$ cat config.mk
export PLATFORM = sky130hd
export DESIGN_NAME = mem_arbiter_flat
export DESIGN_NICKNAME = d
export VERILOG_FILES = /design/src/rtl/mem_arbiter_if.sv /design/src/rtl/mem_arbiter.sv /design/src/flat_wrapper.sv
export SDC_FILE = /design/constraint.sdc
export NUM_CORES = 1
export LEC_CHECK = 0
export ABC_CLOCK_PERIOD_IN_PS = 3500
export CORE_MARGIN = 1.5
export CORE_UTILIZATION = 39
export DETAILED_ROUTE_END_ITERATION = 7
export PLACE_DENSITY_LB_ADDON = 0.15
export SLEW_MARGIN = 20
export SYNTH_ARGS = -nofsm -noshare
export SYNTH_HDL_FRONTEND = slang
export SYNTH_SLANG_ARGS = --single-unit
$ cat constraint.sdc
create_clock -name clk_i -period 3.5 [get_ports clk_i]
set_input_delay 0.7 -clock clk_i [delete_from_list [all_inputs] [get_ports clk_i]]
set_output_delay 0.7 -clock clk_i [all_outputs]
set_load 0.03 [all_outputs]
$ cat src/rtl/mem_arbiter_if.sv
// Core-side (IM/DM) and memory-side signals of the unified-memory arbiter.
// Names carry _i/_o relative to the arbiter; the slave modport is the arbiter's view.
interface mem_arbiter_if #(
  parameter int AW = 32,
  parameter int DW = 32
);
  logic          im_req_i;
  logic [AW-1:0] im_addr_i;
  logic [DW-1:0] im_dout_o;
  logic          im_busy_o;

  logic          dm_req_i;
  logic          dm_wen_i;
  logic [AW-1:0] dm_addr_i;
  logic [DW-1:0] dm_din_i;
  logic [DW-1:0] dm_dout_o;
  logic          dm_busy_o;

  logic          mem_en_o;
  logic          mem_wen_o;
  logic [AW-1:0] mem_addr_o;
  logic [DW-1:0] mem_din_o;
  logic [DW-1:0] mem_dout_i;

  modport slave (
    input  im_req_i, im_addr_i, dm_req_i, dm_wen_i, dm_addr_i, dm_din_i, mem_dout_i,
    output im_dout_o, im_busy_o, dm_dout_o, dm_busy_o,
           mem_en_o, mem_wen_o, mem_addr_o, mem_din_o
  );

  modport master (
    output im_req_i, im_addr_i, dm_req_i, dm_wen_i, dm_addr_i, dm_din_i, mem_dout_i,
    input  im_dout_o, im_busy_o, dm_dout_o, dm_busy_o,
           mem_en_o, mem_wen_o, mem_addr_o, mem_din_o
  );
endinterface

$ cat src/rtl/mem_arbiter.sv
// Shares one single-port synchronous memory between fetch (IM) and data (DM) ports, one access at a time.
// DM has priority until it has been granted MAX_DM_STREAK times in a row over a waiting IM.
module mem_arbiter #(
  parameter int AW            = 32,
  parameter int DW            = 32,
  parameter int RD_LAT        = 1,
  parameter int MAX_DM_STREAK = 4
) (
  input  logic         clk_i,
  input  logic         rst_i,
  mem_arbiter_if.slave bus
);
  typedef enum logic [1:0] {S_IDLE = 2'd0, S_WAIT = 2'd1, S_DONE = 2'd2} state_e;

  localparam logic       OWN_IM     = 1'b0;
  localparam logic       OWN_DM     = 1'b1;
  localparam logic [2:0] LAT_INIT   = 3'(RD_LAT - 1);
  localparam logic [3:0] STREAK_MAX = 4'(MAX_DM_STREAK);

  state_e        state_q, state_d;
  logic          owner_q, owner_d;
  logic [2:0]    lat_cnt_q, lat_cnt_d;
  logic [3:0]    streak_q, streak_d;
  logic [DW-1:0] im_dout_q, im_dout_d;
  logic [DW-1:0] dm_dout_q, dm_dout_d;

  logic          grant_im, grant_dm;
  logic [AW-1:0] grant_addr;

  // Grant is gated by rst_i so the memory strobe drops as soon as reset asserts.
  always_comb begin
    grant_im = 1'b0;
    grant_dm = 1'b0;
    if (state_q == S_IDLE && !rst_i) begin
      if (bus.im_req_i && (!bus.dm_req_i || streak_q == STREAK_MAX)) begin
        grant_im = 1'b1;
      end else if (bus.dm_req_i) begin
        grant_dm = 1'b1;
      end
    end
  end

  always_ff @(posedge clk_i or posedge rst_i) begin
    if (rst_i) begin
      state_q   <= S_IDLE;
      owner_q   <= OWN_IM;
      lat_cnt_q <= '0;
      streak_q  <= '0;
      im_dout_q <= '0;
      dm_dout_q <= '0;
    end else begin
      state_q   <= state_d;
      owner_q   <= owner_d;
      lat_cnt_q <= lat_cnt_d;
      streak_q  <= streak_d;
      im_dout_q <= im_dout_d;
      dm_dout_q <= dm_dout_d;
    end
  end

  always_comb begin
    state_d   = state_q;
    owner_d   = owner_q;
    lat_cnt_d = lat_cnt_q;
    streak_d  = streak_q;
    im_dout_d = im_dout_q;
    dm_dout_d = dm_dout_q;
    case (state_q)
      S_IDLE: begin
        if (grant_im) begin
          owner_d   = OWN_IM;
          lat_cnt_d = LAT_INIT;
          streak_d  = '0;
          state_d   = S_WAIT;
        end else if (grant_dm) begin
          owner_d = OWN_DM;
          // Only a DM grant that makes IM wait counts toward starvation.
          if (bus.im_req_i && streak_q != STREAK_MAX) begin
            streak_d = streak_q + 4'd1;
          end
          if (bus.dm_wen_i) begin
            state_d = S_DONE;
          end else begin
            lat_cnt_d = LAT_INIT;
            state_d   = S_WAIT;
          end
        end
      end
      S_WAIT: begin
        if (lat_cnt_q != 3'd0) begin
          lat_cnt_d = lat_cnt_q - 3'd1;
        end else begin
          if (owner_q == OWN_DM) begin
            dm_dout_d = bus.mem_dout_i;
          end else begin
            im_dout_d = bus.mem_dout_i;
          end
          state_d = S_DONE;
        end
      end
      S_DONE:  state_d = S_IDLE;
      default: state_d = S_IDLE;
    endcase
  end

  always_comb begin
    grant_addr     = grant_dm ? bus.dm_addr_i : bus.im_addr_i;
    bus.mem_en_o   = grant_im | grant_dm;
    bus.mem_wen_o  = grant_dm & bus.dm_wen_i;
    bus.mem_addr_o = (grant_im | grant_dm) ? grant_addr : '0;
    bus.mem_din_o  = grant_dm ? bus.dm_din_i : '0;
    bus.im_busy_o  = bus.im_req_i & ~(state_q == S_DONE && owner_q == OWN_IM);
    bus.dm_busy_o  = bus.dm_req_i & ~(state_q == S_DONE && owner_q == OWN_DM);
    bus.im_dout_o  = im_dout_q;
    bus.dm_dout_o  = dm_dout_q;
  end
endmodule

$ cat src/flat_wrapper.sv
// flat-port wrapper written by rule: the top's interface ports become plain ports
module mem_arbiter_flat 
#(
  parameter int AW            = 32,
  parameter int DW            = 32,
  parameter int RD_LAT        = 1,
  parameter int MAX_DM_STREAK = 4
)
  (clk_i, rst_i, bus_im_req_i, bus_im_addr_i, bus_dm_req_i, bus_dm_wen_i, bus_dm_addr_i, bus_dm_din_i, bus_mem_dout_i, bus_im_dout_o, bus_im_busy_o, bus_dm_dout_o, bus_dm_busy_o, bus_mem_en_o, bus_mem_wen_o, bus_mem_addr_o, bus_mem_din_o);
  mem_arbiter_if #(.AW(AW), .DW(DW)) bus_i ();
  input  logic clk_i;
  input  logic rst_i;
  input wire logic [$bits(bus_i.im_req_i)-1:0] bus_im_req_i;
  input wire logic [$bits(bus_i.im_addr_i)-1:0] bus_im_addr_i;
  input wire logic [$bits(bus_i.dm_req_i)-1:0] bus_dm_req_i;
  input wire logic [$bits(bus_i.dm_wen_i)-1:0] bus_dm_wen_i;
  input wire logic [$bits(bus_i.dm_addr_i)-1:0] bus_dm_addr_i;
  input wire logic [$bits(bus_i.dm_din_i)-1:0] bus_dm_din_i;
  input wire logic [$bits(bus_i.mem_dout_i)-1:0] bus_mem_dout_i;
  output wire logic [$bits(bus_i.im_dout_o)-1:0] bus_im_dout_o;
  output wire logic [$bits(bus_i.im_busy_o)-1:0] bus_im_busy_o;
  output wire logic [$bits(bus_i.dm_dout_o)-1:0] bus_dm_dout_o;
  output wire logic [$bits(bus_i.dm_busy_o)-1:0] bus_dm_busy_o;
  output wire logic [$bits(bus_i.mem_en_o)-1:0] bus_mem_en_o;
  output wire logic [$bits(bus_i.mem_wen_o)-1:0] bus_mem_wen_o;
  output wire logic [$bits(bus_i.mem_addr_o)-1:0] bus_mem_addr_o;
  output wire logic [$bits(bus_i.mem_din_o)-1:0] bus_mem_din_o;
  assign bus_i.im_req_i = bus_im_req_i;
  assign bus_i.im_addr_i = bus_im_addr_i;
  assign bus_i.dm_req_i = bus_dm_req_i;
  assign bus_i.dm_wen_i = bus_dm_wen_i;
  assign bus_i.dm_addr_i = bus_dm_addr_i;
  assign bus_i.dm_din_i = bus_dm_din_i;
  assign bus_i.mem_dout_i = bus_mem_dout_i;
  assign bus_im_dout_o = bus_i.im_dout_o;
  assign bus_im_busy_o = bus_i.im_busy_o;
  assign bus_dm_dout_o = bus_i.dm_dout_o;
  assign bus_dm_busy_o = bus_i.dm_busy_o;
  assign bus_mem_en_o = bus_i.mem_en_o;
  assign bus_mem_wen_o = bus_i.mem_wen_o;
  assign bus_mem_addr_o = bus_i.mem_addr_o;
  assign bus_mem_din_o = bus_i.mem_din_o;
  mem_arbiter #(.AW(AW), .DW(DW), .RD_LAT(RD_LAT), .MAX_DM_STREAK(MAX_DM_STREAK)) u_core (.clk_i(clk_i), .rst_i(rst_i), .bus(bus_i));
endmodule
After elaboration in Yosys (flattened, before gate mapping):

Index checks and enable logic that the tools add are counted.

* register bits: 74
* bits in latches: 0
* bits in writable memories: 0
* ROM bits: 0
* input bits: 133
* output and inout port bits: 132
* word-level logic and storage cells: 66
* memories kept: 0

* add/subtract/negate cells: 2
* multipliers: 0
* div/mod/pow operators: 0
* order comparisons: 0
* equal/unequal tests: 8
* shifts and indexed selects: 0
* multiplexer cells: 23
* bitwise logic cells: 8
* reduce and logical (&&, ||, !) cells: 19

Operators with widths (number)
* $mux 32: 3
* $mux 3: 4
* $mux 4: 3
* $reduce_and 3->1: 3
* $mux 2: 4
* $mux 1: 7
* $pmux 3 s2: 1
* $reduce_bool 2->1: 3
* $logic_and 1x1->1: 5
* $add 4x1->4 const B: 1
* $eq 4x3->1 const B: 1
* $ne 4x3->1 const B: 1
* $not 1->1: 4
* $pmux 2 s2: 1
* $reduce_and 2->1: 2
* $reduce_and 4->1: 1
* $and 1x1->1: 3
* $ne 3x1->1 const B: 1
* $ne 3x2->1 const B: 1
* $reduce_bool 3->1: 1
* $sub 3x1->3 const B: 1
* $eq 2x1->1 const B: 1
* $eq 2x2->1 const B: 1
* $logic_not 1->1: 2
* other kinds (5): 5

Logic depth before layout (Yosys ltp):

* word-level depth: 8
* depth in mapped cells: 7
* gate-level depth less buffers: 5

Worst setup path after synthesis:

OpenSTA, ideal clock, no wires.

* path type: input to output
* start point: input bus_dm_req_i
* end point: output bus_mem_addr_o[10]
* arrival: 1.773 ns
* path slack: 1.027 ns
* stages on the path: 6
* path buffers: 3
* cells stage by stage: buf_2 nor4b_4 buf_2 buf_2 nand3_1 nand2_1

* word-level cells in the longest chain between the ends: 7
* elaborated cells between the ends (all ways): 11
* classes of those cells: mux (7); bitwise (1); reduce/logical (3)

RTL lines
* from (decl): RTL line flat_wrapper.sv:15 `input wire logic [$bits(bus_i.dm_req_i)-1:0] bus_dm_req_i;`
* $logic_not 1->1: RTL line mem_arbiter.sv:35 `if (bus.im_req_i && (!bus.dm_req_i || streak_q == STREAK_MAX)) begin`
* $logic_or 1x1->1: RTL line mem_arbiter.sv:35
* $logic_and 1x1->1: RTL line mem_arbiter.sv:35
* $mux 1: RTL line mem_arbiter.sv:35
* $mux 1: RTL line mem_arbiter.sv:34 `if (state_q == S_IDLE && !rst_i) begin`
* $mux 32 / $or 1x1->1 (equally long branches): RTL line mem_arbiter.sv:107, mem_arbiter.sv:110
* $mux 32 *: RTL line mem_arbiter.sv:110 `bus.mem_addr_o = (grant_im | grant_dm) ? grant_addr : '0;`
* to (decl): RTL line flat_wrapper.sv:26 `output wire logic [$bits(bus_i.mem_addr_o)-1:0] bus_mem_addr_o;`

Mark *: on every way between the ends. The rest lies on a longest branch, timed or not.

Worst setup path in the final report:

* start point: input rst_i
* end point: output bus_mem_din_o[5]

* word-level cells in the longest chain between the ends: 4

RTL lines
* from (decl): RTL line flat_wrapper.sv:12 `input logic rst_i;`
* $logic_not 1->1: RTL line mem_arbiter.sv:34
* $logic_and 1x1->1: RTL line mem_arbiter.sv:34
* $mux 1: RTL line mem_arbiter.sv:34
* $mux 32: RTL line mem_arbiter.sv:111 `bus.mem_din_o = grant_dm ? bus.dm_din_i : '0;`
* to (decl): RTL line flat_wrapper.sv:27 `output wire logic [$bits(bus_i.mem_din_o)-1:0] bus_mem_din_o;`

Every way passes these cells.

==> impl_results.md <==
- Gpl congestion: 0.853
- Core area: a little under 10,000 sq um
- DR pass1 iterations: 6
- Vias in the first global route: between 4,000 and 5,000
- CP Class: in -> out
- Most common cell in the netlist: dfrtp_1
- Seq/Total Area, Yosys: 46.7%
- Post-Route Setup TNS: 0 ps
- Hold_buf cts: 0
- Clock Skew: between 10 and 15 ps
- Final wirelength: between 10,000 and 15,000 um
- Pwr Total: around 5500 uW
- VDD IR max: around 0.00063 V
- Tot GR Track Use: 24.5%
- Period minus WS final: 3380 ps
- Area Growth Syn to Fin: 73.9%
- DIE WIDTH: slightly above 100 um
- Final Slew Violations: 0
- Register bit count reported by yosys: 74
- Number of flops mapped to enable cells by yosys: 0
- Final Hold Fails: 0
- Lkg Pwr: slightly above 0.003 uW
- DRT iter0 DRCs: 183
- Largest net degree at the start of global routing: 67
- Clk pin slew, worst setup/hold paths: 70 ps
- Synth Instances: 364
- Sw frac: 43.1%
- DRC Markers: 0
- Internal power: 3110 uW
- Clk sinks: 74
- Setup Viol. Count Final: 0
- Critical Path RT: between 2000 and 3000 ps
- N_diodes: 0
- Synth unique cells: 39
- HPWL Detailed: 9800 um
- I/O pins: roughly 270
- Worst-Skew Late Latency: 340 ps
- Clock network fraction of total power: 12.2%
- Top post-synthesis cells by area: dfrtp_1, mux2_2, o2111ai_1
- Antenna violations before repair: 0
- First-pass GRT wire length: around 21,000 um
- CP Capture Type: primary output
- Async SR Flop Fraction: 100%
- Chip height: 104 um
- Placement Rows: 36
- TritonCTS clock tree: yes
- Max clock buf depth: 2
- Logic pwr share: 59.6%
- Top-area cell type share of the netlist area: 46.7%
- Share of layout cells above drive strength 1: 21.7%
- Total gr overflow: 0
- Sequential fraction of design power: 28.1%
- Post-CTS setup repair buffer count: 0
- Critical path peak fanout: 38
- Number of synthesis warnings: 0
- Synth Net Count: 501
- Final cycle utilization of the critical path: 96.7%
- Initial Utilization: 40.4%
- Max_slew headroom: 54.6%
- Leading area contributor after synthesis: dfrtp_1
- Filler cells: 768
- CP startpoint kind: input port
- Net Switching: approximately 2400 uW
- Path type of the worst min-delay path: reg -> reg
- CTS Buf Count: 9
- Primary FF master, synth: dfrtp_1
- Port Buffers: 264
- Arr. time, crit path: 2680 ps
- Mapped Area: 3970 sq um
- Post-DRT Antenna Nets: 0
- Routed len/inst: between 15 and 20 um
- Power density over cell area: 794 nW/um^2
- PostCTS Resize Cnt: 0
- Nets: 754
- RSZ-0062 raised after global routing: false
- CTS Root Cell: clkbuf_8
- Via-to-Cell Ratio: 5.26
- Fin Hold WS: just over 500 ps
- Die ar.: 10,800 sq um
- Peak Freq: 296 MHz
- Vias post-DR: 3,969
- Leading cell types by count after synthesis: dfrtp_1, mux2_2, nand2_1
- Worst slew pin tran: 679 ps
- Status: completed
- Syn_area_per_cell: 10.9 sq um
- H-tree depth: 3
- Max-cap viol count: 0
## final timing paths
path	start	to	slack (ps)	depth (start not counted)
hold reg to reg	u_core.bus.im_dout_o[7]	u_core.bus.im_dout_o[7]	510	1
min in group asynchronous	rst_i	u_core.state_q[1]	1050	3
setup reg to reg	u_core.state_q[1]	u_core.bus.im_dout_o[19]	1610	4
setup / recovery	rst_i	bus_mem_din_o[5]	120	5
max in group asynchronous	rst_i	u_core.streak_q[1]	1790	4
hold / removal	u_core.bus.im_dout_o[7]	u_core.bus.im_dout_o[7]	510	1
## power by group through the flow
stage	logic, uW	registers [uW]	clock network (uW)
2_1_floorplan	1300	2260	0
3_3_place_gp	3220	1520	0
3_5_place_dp	3270	1560	0
4_1_cts	3290	1550	692
5_1_grt	3440	1610	731
6_report	3270	1540	670
## final cells by class
class	count	area (sq um)	area share [%]
Timing Repair Buffer	279	2750	39.8
Multi-Input combinational cell	243	1890	27.4
Sequential cell	74	1850	26.8
Tap cell	133	166	2.41
Clock buffer	11	141	2.05
Clock inverter	5	63.8	0.925
Inverter	10	37.5	0.544
## through the flow
step	instances	setup slack [ps]	cell area, sq um	util (%)
2_1_floorplan	364	918	3970	-
3_3_place_gp	739	164	6690	68.2
3_5_place_dp	739	125	6690	68.2
4_1_cts	755	110	6900	70.2
5_1_grt	755	14.2	6900	70.2
6_report	755	117	6900	70.2
## critical path: stages
cell             delay [ps]
clkdlybuf4s50_1         490
nor4b_4                 390
buf_12                  230
and3_1                  180
clkdlybuf4s50_1         670
## cell usage in the layout, fill, tap and decap left out, types with 2 or more instances in the layout
| cell type | Yosys | routed |
|---|---|---|
| buf_12 | 0 | 6 |
| a31oi_1 | 2 | 2 |
| buf_4 | 0 | 42 |
| nand2b_1 | 3 | 3 |
| clkdlybuf4s50_1 | 0 | 231 |
| and3_1 | 34 | 34 |
| nand2_1 | 36 | 36 |
| o21ai_0 | 6 | 6 |
| clkinv_4 | 0 | 3 |
| ha_1 | 4 | 4 |
| o2111ai_1 | 32 | 32 |
| inv_1 | 10 | 9 |
| nor2_1 | 3 | 3 |
| clkbuf_8 | 0 | 10 |
| nand3b_1 | 2 | 2 |
| nand4_1 | 3 | 3 |
| a21o_1 | 2 | 2 |
| mux2_2 | 63 | 63 |
| nor4b_4 | 2 | 2 |
| nand3_1 | 33 | 33 |
| dfrtp_1 | 74 | 74 |
## sequential cells by signal, indices dropped and copies added, names as in the netlist
name and flops:
u_core.streak_q 4, u_core.state_q 2, u_core.owner_q 1, u_core.bus.im_dout_o 32
u_core.lat_cnt_q 3, u_core.bus.dm_dout_o 32
## cells by family (layout without fill, tap and decap cells)
| family | count (synthesis) | count (layout) | synth area share, % |
|---|---|---|---|
| AND/OR/NAND/NOR | 127 | 127 | 18.5 |
| flip-flops | 74 | 74 | 46.7 |
| multiplexers | 64 | 64 | 18.2 |
| AO/OA/AOI/OAI | 48 | 48 | 9.65 |
| buffers and inverters | 47 | 305 | 5.71 |
| adder cells (fa/ha/maj) | 4 | 4 | 1.26 |
## per-layer routing
metal / wire length (um) / vias up / global-route usage, %
met5: 0 / - / 0
met4: 270 / 0 / 6.94
met3: 1200 / 29 / 10.7
met2: 6330 / 155 / 40.2
met1: 5270 / 1933 / 29.1
li1: - / 1852 / -
(Power assumes the default switching activity.)
